--- config.mk ---
export PLATFORM = sky130hd
export DESIGN_NAME = if_stage
export DESIGN_NICKNAME = d
export VERILOG_FILES = /design/src/rtl/if_stage.sv
export SDC_FILE = /design/constraint.sdc
export NUM_CORES = 1
export LEC_CHECK = 0
export CAP_MARGIN = 40
export CORE_ASPECT_RATIO = 1.5
export CORE_MARGIN = 4
export CORE_UTILIZATION = 35
export DETAILED_ROUTE_END_ITERATION = 8
export GPL_ROUTABILITY_DRIVEN = 0
export RECOVER_POWER = 25
export SYNTH_ARGS = -nofsm -noshare
export SYNTH_HDL_FRONTEND = slang
export SYNTH_SLANG_ARGS = --single-unit
--- constraint.sdc ---
create_clock -name clk -period 2.5 [get_ports clk]
set_clock_uncertainty 0.15 [all_clocks]
set_input_delay 0.25 -clock clk [delete_from_list [all_inputs] [get_ports clk]]
set_output_delay 0.25 -clock clk [all_outputs]
set_load 0.03 [all_outputs]
--- src/rtl/if_stage.sv ---
// Instruction-fetch stage: owns the PC, issues single-outstanding fetches and
// registers instruction, PC and IF exception vector into the IF/ID boundary.
module if_stage #(
  parameter logic [31:0] RESET_PC = 32'h0000_0000,
  parameter logic [31:0] EXC_PC   = 32'h0000_0080,
  parameter logic [31:0] NOP_INS  = 32'h0000_0000
) (
  input  logic        clk,
  input  logic        reset,
  input  logic        id_stall,
  input  logic [1:0]  pc_src,
  input  logic [31:0] branch,
  input  logic [27:0] offset28,
  input  logic [31:0] rs,
  input  logic        exc_req,
  input  logic        rfe_req,
  input  logic [31:0] epc,
  output logic        imem_req,
  output logic [31:0] imem_addr,
  input  logic        imem_ack,
  input  logic [31:0] imem_rdata,
  input  logic        imem_err,
  output logic [31:0] ins_out,
  output logic [31:0] pc_out,
  output logic        ins_valid,
  output logic [4:0]  vector_if
);

  typedef enum logic [1:0] {FETCH, HOLD, DROP} state_t;

  state_t      state;
  logic [31:0] pc;
  logic [31:0] drop_addr;
  logic [31:0] skid_ins;
  logic        skid_err;
  logic        started;
  logic        halt;

  logic        redirect;
  logic [31:0] target;
  logic        slot_free;
  logic        misaligned;

  always_comb begin
    redirect = exc_req | rfe_req | (pc_src != 2'b00);
    target   = pc + 32'd4;
    if (exc_req)      target = EXC_PC;
    else if (rfe_req) target = epc;
    else begin
      case (pc_src)
        2'b01:   target = branch;
        2'b10:   target = {pc_out[31:28], offset28};
        2'b11:   target = rs;
        default: target = pc + 32'd4;
      endcase
    end
  end

  assign slot_free  = !ins_valid || !id_stall;
  assign misaligned = (pc[1:0] != 2'b00);

  // DROP keeps presenting the abandoned address until its ack arrives,
  // while pc already holds the redirect target.
  assign imem_req  = ((state == FETCH) && started && !halt && !misaligned) ||
                     (state == DROP);
  assign imem_addr = (state == DROP) ? drop_addr : pc;

  always_ff @(posedge clk) begin
    if (reset) begin
      state     <= FETCH;
      pc        <= RESET_PC;
      drop_addr <= '0;
      skid_ins  <= '0;
      skid_err  <= 1'b0;
      started   <= 1'b0;
      halt      <= 1'b0;
      ins_out   <= NOP_INS;
      pc_out    <= '0;
      ins_valid <= 1'b0;
      vector_if <= '0;
    end else begin
      started <= 1'b1;

      // Consumed slot empties; any later load below overrides this.
      if (ins_valid && !id_stall) begin
        ins_valid <= 1'b0;
        ins_out   <= NOP_INS;
        vector_if <= '0;
      end

      if (redirect) begin
        ins_valid <= 1'b0;
        ins_out   <= NOP_INS;
        vector_if <= '0;
        pc        <= target;
        halt      <= 1'b0;
      end

      case (state)
        FETCH: begin
          if (redirect) begin
            if (imem_req && !imem_ack) begin
              state     <= DROP;
              drop_addr <= pc;
            end
          end else if (imem_req && imem_ack) begin
            if (slot_free) begin
              ins_valid <= 1'b1;
              pc_out    <= pc;
              if (imem_err) begin
                ins_out   <= NOP_INS;
                vector_if <= 5'd5;
                halt      <= 1'b1;
              end else begin
                ins_out   <= imem_rdata;
                vector_if <= '0;
                pc        <= pc + 32'd4;
              end
            end else begin
              skid_ins <= imem_rdata;
              skid_err <= imem_err;
              state    <= HOLD;
            end
          end else if (started && !halt && misaligned && slot_free) begin
            ins_valid <= 1'b1;
            ins_out   <= NOP_INS;
            pc_out    <= pc;
            vector_if <= 5'd4;
            halt      <= 1'b1;
          end
        end

        HOLD: begin
          if (redirect) begin
            state <= FETCH;
          end else if (!id_stall) begin
            state     <= FETCH;
            ins_valid <= 1'b1;
            pc_out    <= pc;
            if (skid_err) begin
              ins_out   <= NOP_INS;
              vector_if <= 5'd5;
              halt      <= 1'b1;
            end else begin
              ins_out   <= skid_ins;
              vector_if <= '0;
              pc        <= pc + 32'd4;
            end
          end
        end

        DROP: begin
          if (imem_ack) state <= FETCH;
        end

        default: state <= FETCH;
      endcase
    end
  end

endmodule

==> results.toml, run 1 <==
[status]
outcome = "finished clean"

[global_route]
use_met3_pct = 5.03
grt.total_usage_pct = 22.5
antenna_found_initial = 2
grt_pass1_wl_um = 49600
grt_busiest_layer = "met2"
met2_usage_pct = 40.6
grtUsageMet1_pct = 25.9
grt_max_degree = 105
globalRouteOverflowTotal = 0
grt_pass1_vias = 9047

[placed_design]
dp_hpwl_um = 23700
port_buffers = 267
place_area_sq_um = 12300
dpl.cell_count = 1617
dp_slack_ps = -190

[cts]
numClockSinks = 171
ctsLongestPathBuffers = 2
post_cts_buffers = 0
htreeDepth = 4
clk_pin_slew_ps = 70
ctsResizeCount = 23
cts_made_buffers = 17
ctsHoldBuffers = 0
cts_tree = "done"
clk_latency_ps = 430
clockRootBuffer = "clkbuf_16"

[power]
p_int_w = 0.00463
power_switching_share_pct = 28.0
power_w = 0.00643
powerDensity_nw_per_um2 = 499
clock_power_share_pct = 39.3
p_leak_nw = 4.81
seqPwrFrac_pct = 43.7
max-vdd-ir-drop_mv = 0.402
power_frac_comb_pct = 17.0
power.switching_w = 0.00180

[logic_synthesis]
syn_inst = 1029
ys_seq_area_share_pct = 38.9
async_flop_share_pct = 0
yosysUniqueCellTypes = 69
synth_nets = 1195
synthTopCellsByArea = "dfxtp_1 39%, nand2_1 6.9%, mux2i_1 6.5%"
synthXorXnorAreaFrac_pct = 2.39
ys_seq_elements = 171
synth_compound_area_share_pct = 24.1
synth_top_family_by_area = "compound AO/OA/AOI/OAI gates"
synth_top_area_share_pct = 38.9
synth-adder-area-share_pct = 0.142
synth_area_sq_um = 8800
synth.avg_cell_area_sq_um = 8.55
synth_top_area_cell = "dfxtp_1"
synth-simple-area-share_pct = 17.8
muxShareOfSynthArea_pct = 11.5
yosys_most_used_dff = "dfxtp_1"
synth-edff-count = 0
yosysWarnings = 0

[detailed_routing]
drc_errors = 0
ant_nets = 0
wl_um = 31600
viasPerCell = 5.44
vias = 8985
dr.pass1.iters = 5
initialDrtViolationCount = 416
wl_per_cell_um = 19.1

[timing]
fin_ws_ps = 131
setup_viol = 0
rsz0062_at_grt = "false"
hold_viol = 0
tightest_slew_ps = 689
post-route-min-period_ps = 2370
fmax_ghz = 0.422
drv_slew = 0
slew_headroom_pct = 54.0
fin_crit_sh_pct = 94.7

[final_layout]
nets = 1478
syn_to_final_growth_pct = 46.3
layout_commonest_cell = "dfxtp_1"
mostFrequentLayoutCells = "171 x dfxtp_1, 166 x clkdlybuf4s50_1, 161 x nand2_1"
final_area_sq_um = 12900
drive_gt1_share_pct = 15.7
final_cell_count_no_fill = 1651

[worst_setup_path]
endpoint_kind = "output pin"
cp_num_buf_inv = 3
start_kind = "register"
r2r_cells = 6
reg2reg_from = "pc[0]"
cpPeakStageDelay_ps = 400
cp_data_arrival_time_ps = 1970
critPathTopFamily = "buffers and inverters"
rr_endpoint = "pc[24]"
crit_required_ps = 2100
cp_max_fo = 21
worstSetupPathType = "reg2out"
path_cells = "inv_1, nand2_2, buf_12, mux2_2, dlygate4sd2_1"
r2r_slack_ps = 190
cp_slowest_cell = "dfxtp_1"

[floorplan]
initial_core_util_pct = 35.7
fp.dieW_um = 137
rows = 70
die_area_sq_um = 27800
dieHeight_um = 202
fp.coreArea_sq_um = 24600
io_pins = 268

[hold_path]
hold-path-cell-count = 2
min_from = "reset"
hold_path_class = "in2reg"
hold_path_end = "pc_out[21]"

[flow_run]
cap_violations = 0
metrics by stage:
| stage | utilization [%] | TNS, ps | hold slack (ps) |
|---|---|---|---|
| 2_1_floorplan | - | 0 | 233 |
| 3_3_place_gp | 50.1 | -10440 | 289 |
| 3_5_place_dp | 50.1 | -11780 | 294 |
| 4_1_cts | 52.2 | 0 | 57.8 |
| 5_1_grt | 52.3 | 0 | 70.8 |
| 6_report | 52.3 | 0 | 68.1 |
kinds of logic (layout without fill, tap and decap cells):
family                   after synthesis  count (layout)
adder cells (fa/ha/maj)                1               1
multiplexers                          96              96
AO/OA/AOI/OAI                        301             301
flip-flops                           171             171
XOR/XNOR                              24              24
AND/OR/NAND/NOR                      331             331
buffers and inverters                105             401
other                                  0               2
routing by layer:
metal	wire length [um]	vias up
li1	-	4345
met1	12100	4297
met3	1980	40
met4	648	0
met5	0	-
met2	16800	303
power by group through the flow:
stage,Combinational (W),Clock (W),Sequential (W)
2_1_floorplan,0.000500,0,0.00288
3_3_place_gp,0.00110,0,0.00287
3_5_place_dp,0.00111,0,0.00287
4_1_cts,0.00110,0.00258,0.00281
5_1_grt,0.00117,0.00269,0.00282
6_report,0.00109,0.00253,0.00281
area by class of cell:
type                    count  area (sq um)
inverters                  13          48.8
clock inverters            13           109
clock buffers              19           443
fillers                  2348         11700
diodes                      2          5.00
well taps                 324           405
multi-input cells         753          4970
repair buffers            356          3470
flip-flops and latches    171          3420
flip-flops by register name (all words and copies together), names as in the netlist:
register,cells
drop_addr,32
ins_out,32
pc,32
pc_out,32
skid_ins,32
vector_if,5
state,2
halt,1
ins_valid,1
skid_err,1
started,1
worst reg2reg max path, cell delays in order, from the launching register on:
cell and delay (ps):
dfxtp_1 340, nor4b_4 300, buf_4 210, a41oi_2 370
nor4b_1 500, xnor2_1 120, a211oi_1 240
Yosys cell counts, types with 14 or more instances:
master and instances:
dfxtp_1 171, nand2_1 162, a21oi_1 111, nor2_1 65, clkbuf_1 61, mux2i_1 57, a211oi_1 47, mux2_2 39
buf_2 18, a221o_1 17, nand3_1 17, o21ai_0 17, a221oi_1 16, xor2_1 16, nand4_1 14
worst max-delay path by stage:
stage | from | end | slack, ps | cells after the start
after floorplan | pc[0] | drop_addr[23] | 330 | 7
after global placement | exc_req | vector_if[4] | -150 | 7
after detailed placement | id_stall | pc[23] | -190 | 6
after CTS | state[0] | imem_addr[24] | 40 | 5
after global routing | pc[0] | pc[24] | 20 | 6
final | state[0] | imem_addr[2] | 130 | 5
No activity file was read; power rests on OpenSTA's default activity.
==> run 2: changes to the inputs <==
- SETUP_SLACK_MARGIN: unset -> 0.1
==> run 2 against run 1 <==
First-iteration DRC count decreased by 2.6%. Count of clock-buffer cells in the layout unchanged. Critical path type unchanged. Design area decreased by 0.17%. Clock power about the same. Largest cell class unchanged. Sequential share of layout area about the same.
==> results.toml, run 2 (synthesis results as in run 1) <==
[power]
powerDensity_nw_per_um2 = 500
p_leak_nw = 4.74
max-vdd-ir-drop_mv = 0.402

[timing]
tightest_slew_ps = 595
rsz0062_at_grt = "false"
fin_crit_sh_pct = 92.5
post-route-min-period_ps = 2310
hold_viol = 0
setup_viol = 0
fmax_ghz = 0.432
drv_slew = 0
slew_headroom_pct = 60.3

[global_route]
grt_pass1_wl_um = 49600
antenna_found_initial = 2
grt_max_degree = 105
grt.total_usage_pct = 22.5
globalRouteOverflowTotal = 0
grt_pass1_vias = 9049

[final_layout]
final_core_util_pct = 52.2
syn_to_final_growth_pct = 46.1
nets = 1478
final_area_sq_um = 12900
layout_commonest_cell = "dfxtp_1"
ff_latch_area_sq_um = 3420
drive_gt1_share_pct = 17.4
mostFrequentLayoutCells = "171 x dfxtp_1, 166 x clkdlybuf4s50_1, 161 x nand2_1"
multi_input_area_sq_um = 4980
n_fill_cell = 2343

[floorplan]
die_area_sq_um = 27800
initial_core_util_pct = 35.7
fp.dieW_um = 137
fp.coreArea_sq_um = 24600
rows = 70
dieHeight_um = 202
io_pins = 268

[cts]
clk_pin_slew_ps = 70
cts_made_buffers = 17
ctsLongestPathBuffers = 2
htreeDepth = 4
clk_latency_ps = 430
clockRootBuffer = "clkbuf_16"
cts_tree = "done"
numClockSinks = 171
post_cts_buffers = 0

[placed_design]
place_area_sq_um = 12300
port_buffers = 267
dp_hpwl_um = 23700

[flow_run]
cap_violations = 0

[detailed_routing]
drt-met1-wl_um = 11900
wl_met2_um = 16800
dr.pass1.iters = 5
top_layer = "met4"
ant_nets = 0
vias = 8956
drc_errors = 0
initialDrtViolationCount = 405
viasPerCell = 5.42
wl_um = 31500
wl_per_cell_um = 19.1
met3_length_um = 2150

[worst_setup_path]
cp_data_arrival_time_ps = 1910
reg2reg_from = "state[1]"
start_kind = "register"
cp_max_fo = 21
critPathLaunch = "state[0]"
crit_required_ps = 2100
worstSetupPathType = "reg2out"
endpoint_kind = "output pin"

[hold_path]
min_from = "reset"
hold_path_class = "in2reg"

[status]
outcome = "finished clean"
[run 2: final cells by class]
class	count	share of cell area [%]
clock buffer	19	3.45
timing repair buffer	356	26.7
multi-input combinational	753	38.8
tap	324	3.15
inverter	13	0.380
clock inverter	13	0.847
sequential	171	26.6
antenna	2	0.0389
[run 2: worst paths after layout]
path	to	slack, ps	cells past startpoint
max reg2reg	pc[20]	270	7
min	pc_out[21]	70	2
min reg2reg	skid_ins[0]	300	2
max	imem_addr[7]	190	5
[run 2: what timing repair did]
| action | 4_1_cts | 5_1_grt |
|---|---|---|
| setup endpoints to repair | 24 | 31 |
| hold buffers | 0 | 0 |
| resized for setup | 43 | 32 |
[run 2: critical path, stage by stage, from the launching register on]
cell	delay (ps)
dfxtp_1	400
inv_1	100
nand2_2	110
buf_12	190
mux2_2	390
clkdlybuf4s15_2	290
[run 2: stage by stage]
| step | power [W] | TNS, ps | worst slack (ps) | std cells | hold slack (ps) |
|---|---|---|---|---|---|
| 6_report | 0.00643 | 0 | 187 | 1651 | 68.9 |
| 5_1_grt | 0.00668 | 0 | 113 | 1651 | 70.8 |
| 4_1_cts | 0.00649 | 0 | 42.4 | 1649 | 57.8 |
| 3_5_place_dp | 0.00398 | -11780 | -190 | 1617 | 294 |
| 3_3_place_gp | 0.00398 | -10440 | -147 | 1616 | 289 |
| 2_1_floorplan | 0.00338 | 0 | 327 | 1029 | 233 |
[run 2: metal layers]
| metal | global-route usage, % | vias up |
|---|---|---|
| met2 | 40.6 | 329 |
| li1 | - | 4348 |
| met5 | 0 | - |
| met3 | 5.03 | 44 |
| met1 | 26.0 | 4235 |
| met4 | 7.06 | 0 |
[run 2: where the power goes]
group	switching (W)	internal (W)	leakage, nW	total [W]
clock	0.00120	0.00133	0.269	0.00252
sequential	0.0000440	0.00277	1.38	0.00281
combinational	0.000557	0.000536	3.09	0.00109
==> run 3: changes to the inputs <==
- CORE_MARGIN: 4 -> unset
- clock period: 2.5 -> 2.9 ns (I/O delays scaled with it)
==> run 3 against run 2 <==
Utilization fell by 1.3 points. Die area fell by 7.2%. Critical path type unchanged. Critical endpoint is now imem_addr[2]. Count of clock-buffer cells in the layout rose by 4. Clock power fell by 9.5%. Sequential cell count did not move. Global-route usage rose by 1.1 points. Sequential power fell by 13%. Register-to-register slack improved by 190 ps. First-iteration DRC count rose by 23%. Sequential share of layout area rose by 0.80 points.
==> results.toml, run 3 (synthesis results as in run 1) <==
[status]
outcome = "finished clean"

[timing]
tightest_slew_ps = 865
post-route-min-period_ps = 2650
fmax_ghz = 0.377
rsz0062_at_grt = "false"
slew_headroom_pct = 41.8
setup_viol = 0
hold_viol = 0
drv_slew = 0
fin_crit_sh_pct = 91.6
finalSetupTns_ps = 0

[final_layout]
layout_commonest_cell = "clkdlybuf4s50_1"
ff_latch_area_sq_um = 3420
multi_input_area_sq_um = 4940
drive_gt1_share_pct = 12.6
n_fill_cell = 2373
mostFrequentLayoutCells = "191 x clkdlybuf4s50_1, 170 x dfxtp_1, 162 x nand2_1"
final_area_sq_um = 12500
nets = 1441
syn_to_final_growth_pct = 41.9

[cts]
clk_pin_slew_ps = 60
htreeDepth = 4
ctsLongestPathBuffers = 2
cts_tree = "done"
cts_made_buffers = 17
clockRootBuffer = "clkbuf_16"
clk_latency_ps = 430
numClockSinks = 171

[detailed_routing]
wl_per_cell_um = 18.8
drc_errors = 0
ant_nets = 0
dr.pass1.iters = 5
wl_um = 30400
initialDrtViolationCount = 498
viasPerCell = 5.42
vias = 8737

[global_route]
antenna_found_initial = 1
globalRouteOverflowTotal = 0
grt_pass1_wl_um = 48000
grt_pass1_vias = 8500
grt_max_degree = 66
use_met3_pct = 4.39
grtUsageMet1_pct = 27.5
grt_busiest_layer = "met2"
met2_usage_pct = 42.4
grt.total_usage_pct = 23.7

[hold_path]
hold_path_class = "in2reg"

[power]
p_leak_nw = 4.49
max-vdd-ir-drop_mv = 0.428
powerDensity_nw_per_um2 = 449

[worst_setup_path]
cp_max_fo = 32
worstSetupPathType = "reg2out"
crit_required_ps = 2460
endpoint_kind = "output pin"
start_kind = "register"
cp_data_arrival_time_ps = 2210

[floorplan]
initial_core_util_pct = 35.9
io_pins = 268
die_area_sq_um = 25800
rows = 70
fp.dieW_um = 131
fp.coreArea_sq_um = 24500
dieHeight_um = 196

[placed_design]
port_buffers = 267
dp_hpwl_um = 21800
place_area_sq_um = 11900

[flow_run]
cap_violations = 0
-- run 3: changes by cell type in the layout (fill, tap and decap cells not counted), moves of 4 or more --
cell             previous run  this run
buf_4                      83        55
clkdlybuf4s50_1           166       191
clkbuf_2                   16         1
buf_12                     16         5
clkdlybuf4s15_2             7         0
clkbuf_1                    1         5
-- run 3: where the power goes --
part | internal (W) | switching (W) | total [W] | leakage [nW]
sequential | 0.00239 | 0.0000519 | 0.00244 | 1.38
clock | 0.00132 | 0.000958 | 0.00228 | 0.274
combinational | 0.000431 | 0.000455 | 0.000886 | 2.83
-- run 3: worst max-delay path: stages (launching register included) --
cell and delay [ps]:
dfxtp_2 390, nand2_1 140, buf_12 240, mux2_2 400
clkdlybuf4s50_1 610
-- run 3: final timing paths --
path,from,endpoint,slack [ps],cells after the start
setup / recovery,state[1],imem_addr[2],250,4
hold / removal,reset,pc_out[13],130,2
setup reg to reg,state[1],ins_out[8],460,7
hold reg to reg,skid_ins[3],skid_ins[3],300,2
-- run 3: through the flow --
step                      power [W]  std cells  hold WS (ps)  worst slack, ps  util (%)
after CTS                   0.00566       1612           112              214      51.0
after floorplan             0.00291       1029           273              707         -
final                       0.00560       1613           130              245      50.9
after global routing        0.00584       1613           122              163      50.9
after detailed placement    0.00338       1580           295              195      48.6
after global placement      0.00338       1580           287              257      48.6
-- run 3: layout make-up --
type | count | area share, %
Tap cell | 324 | 3.25
Timing Repair Buffer | 319 | 24.7
Sequential cell | 171 | 27.4
Clock buffer | 23 | 3.75
Clock inverter | 9 | 0.912
Antenna cell | 1 | 0.0200
Inverter | 13 | 0.391
Multi-Input combinational cell | 753 | 39.5
-- run 3: timing repair --
| action | CTS | global route |
|---|---|---|
| hold buffers | 0 | 0 |
| endpoints found under the setup margin | 15 | 0 |
| resized for setup | 1 | 0 |
| setup buffers | 0 | 0 |
-- run 3: routing by layer --
layer,vias up,routed length [um]
li1,4269,-
met1,4130,12300
met2,284,15800
met3,54,1420
met4,0,814
met5,-,0
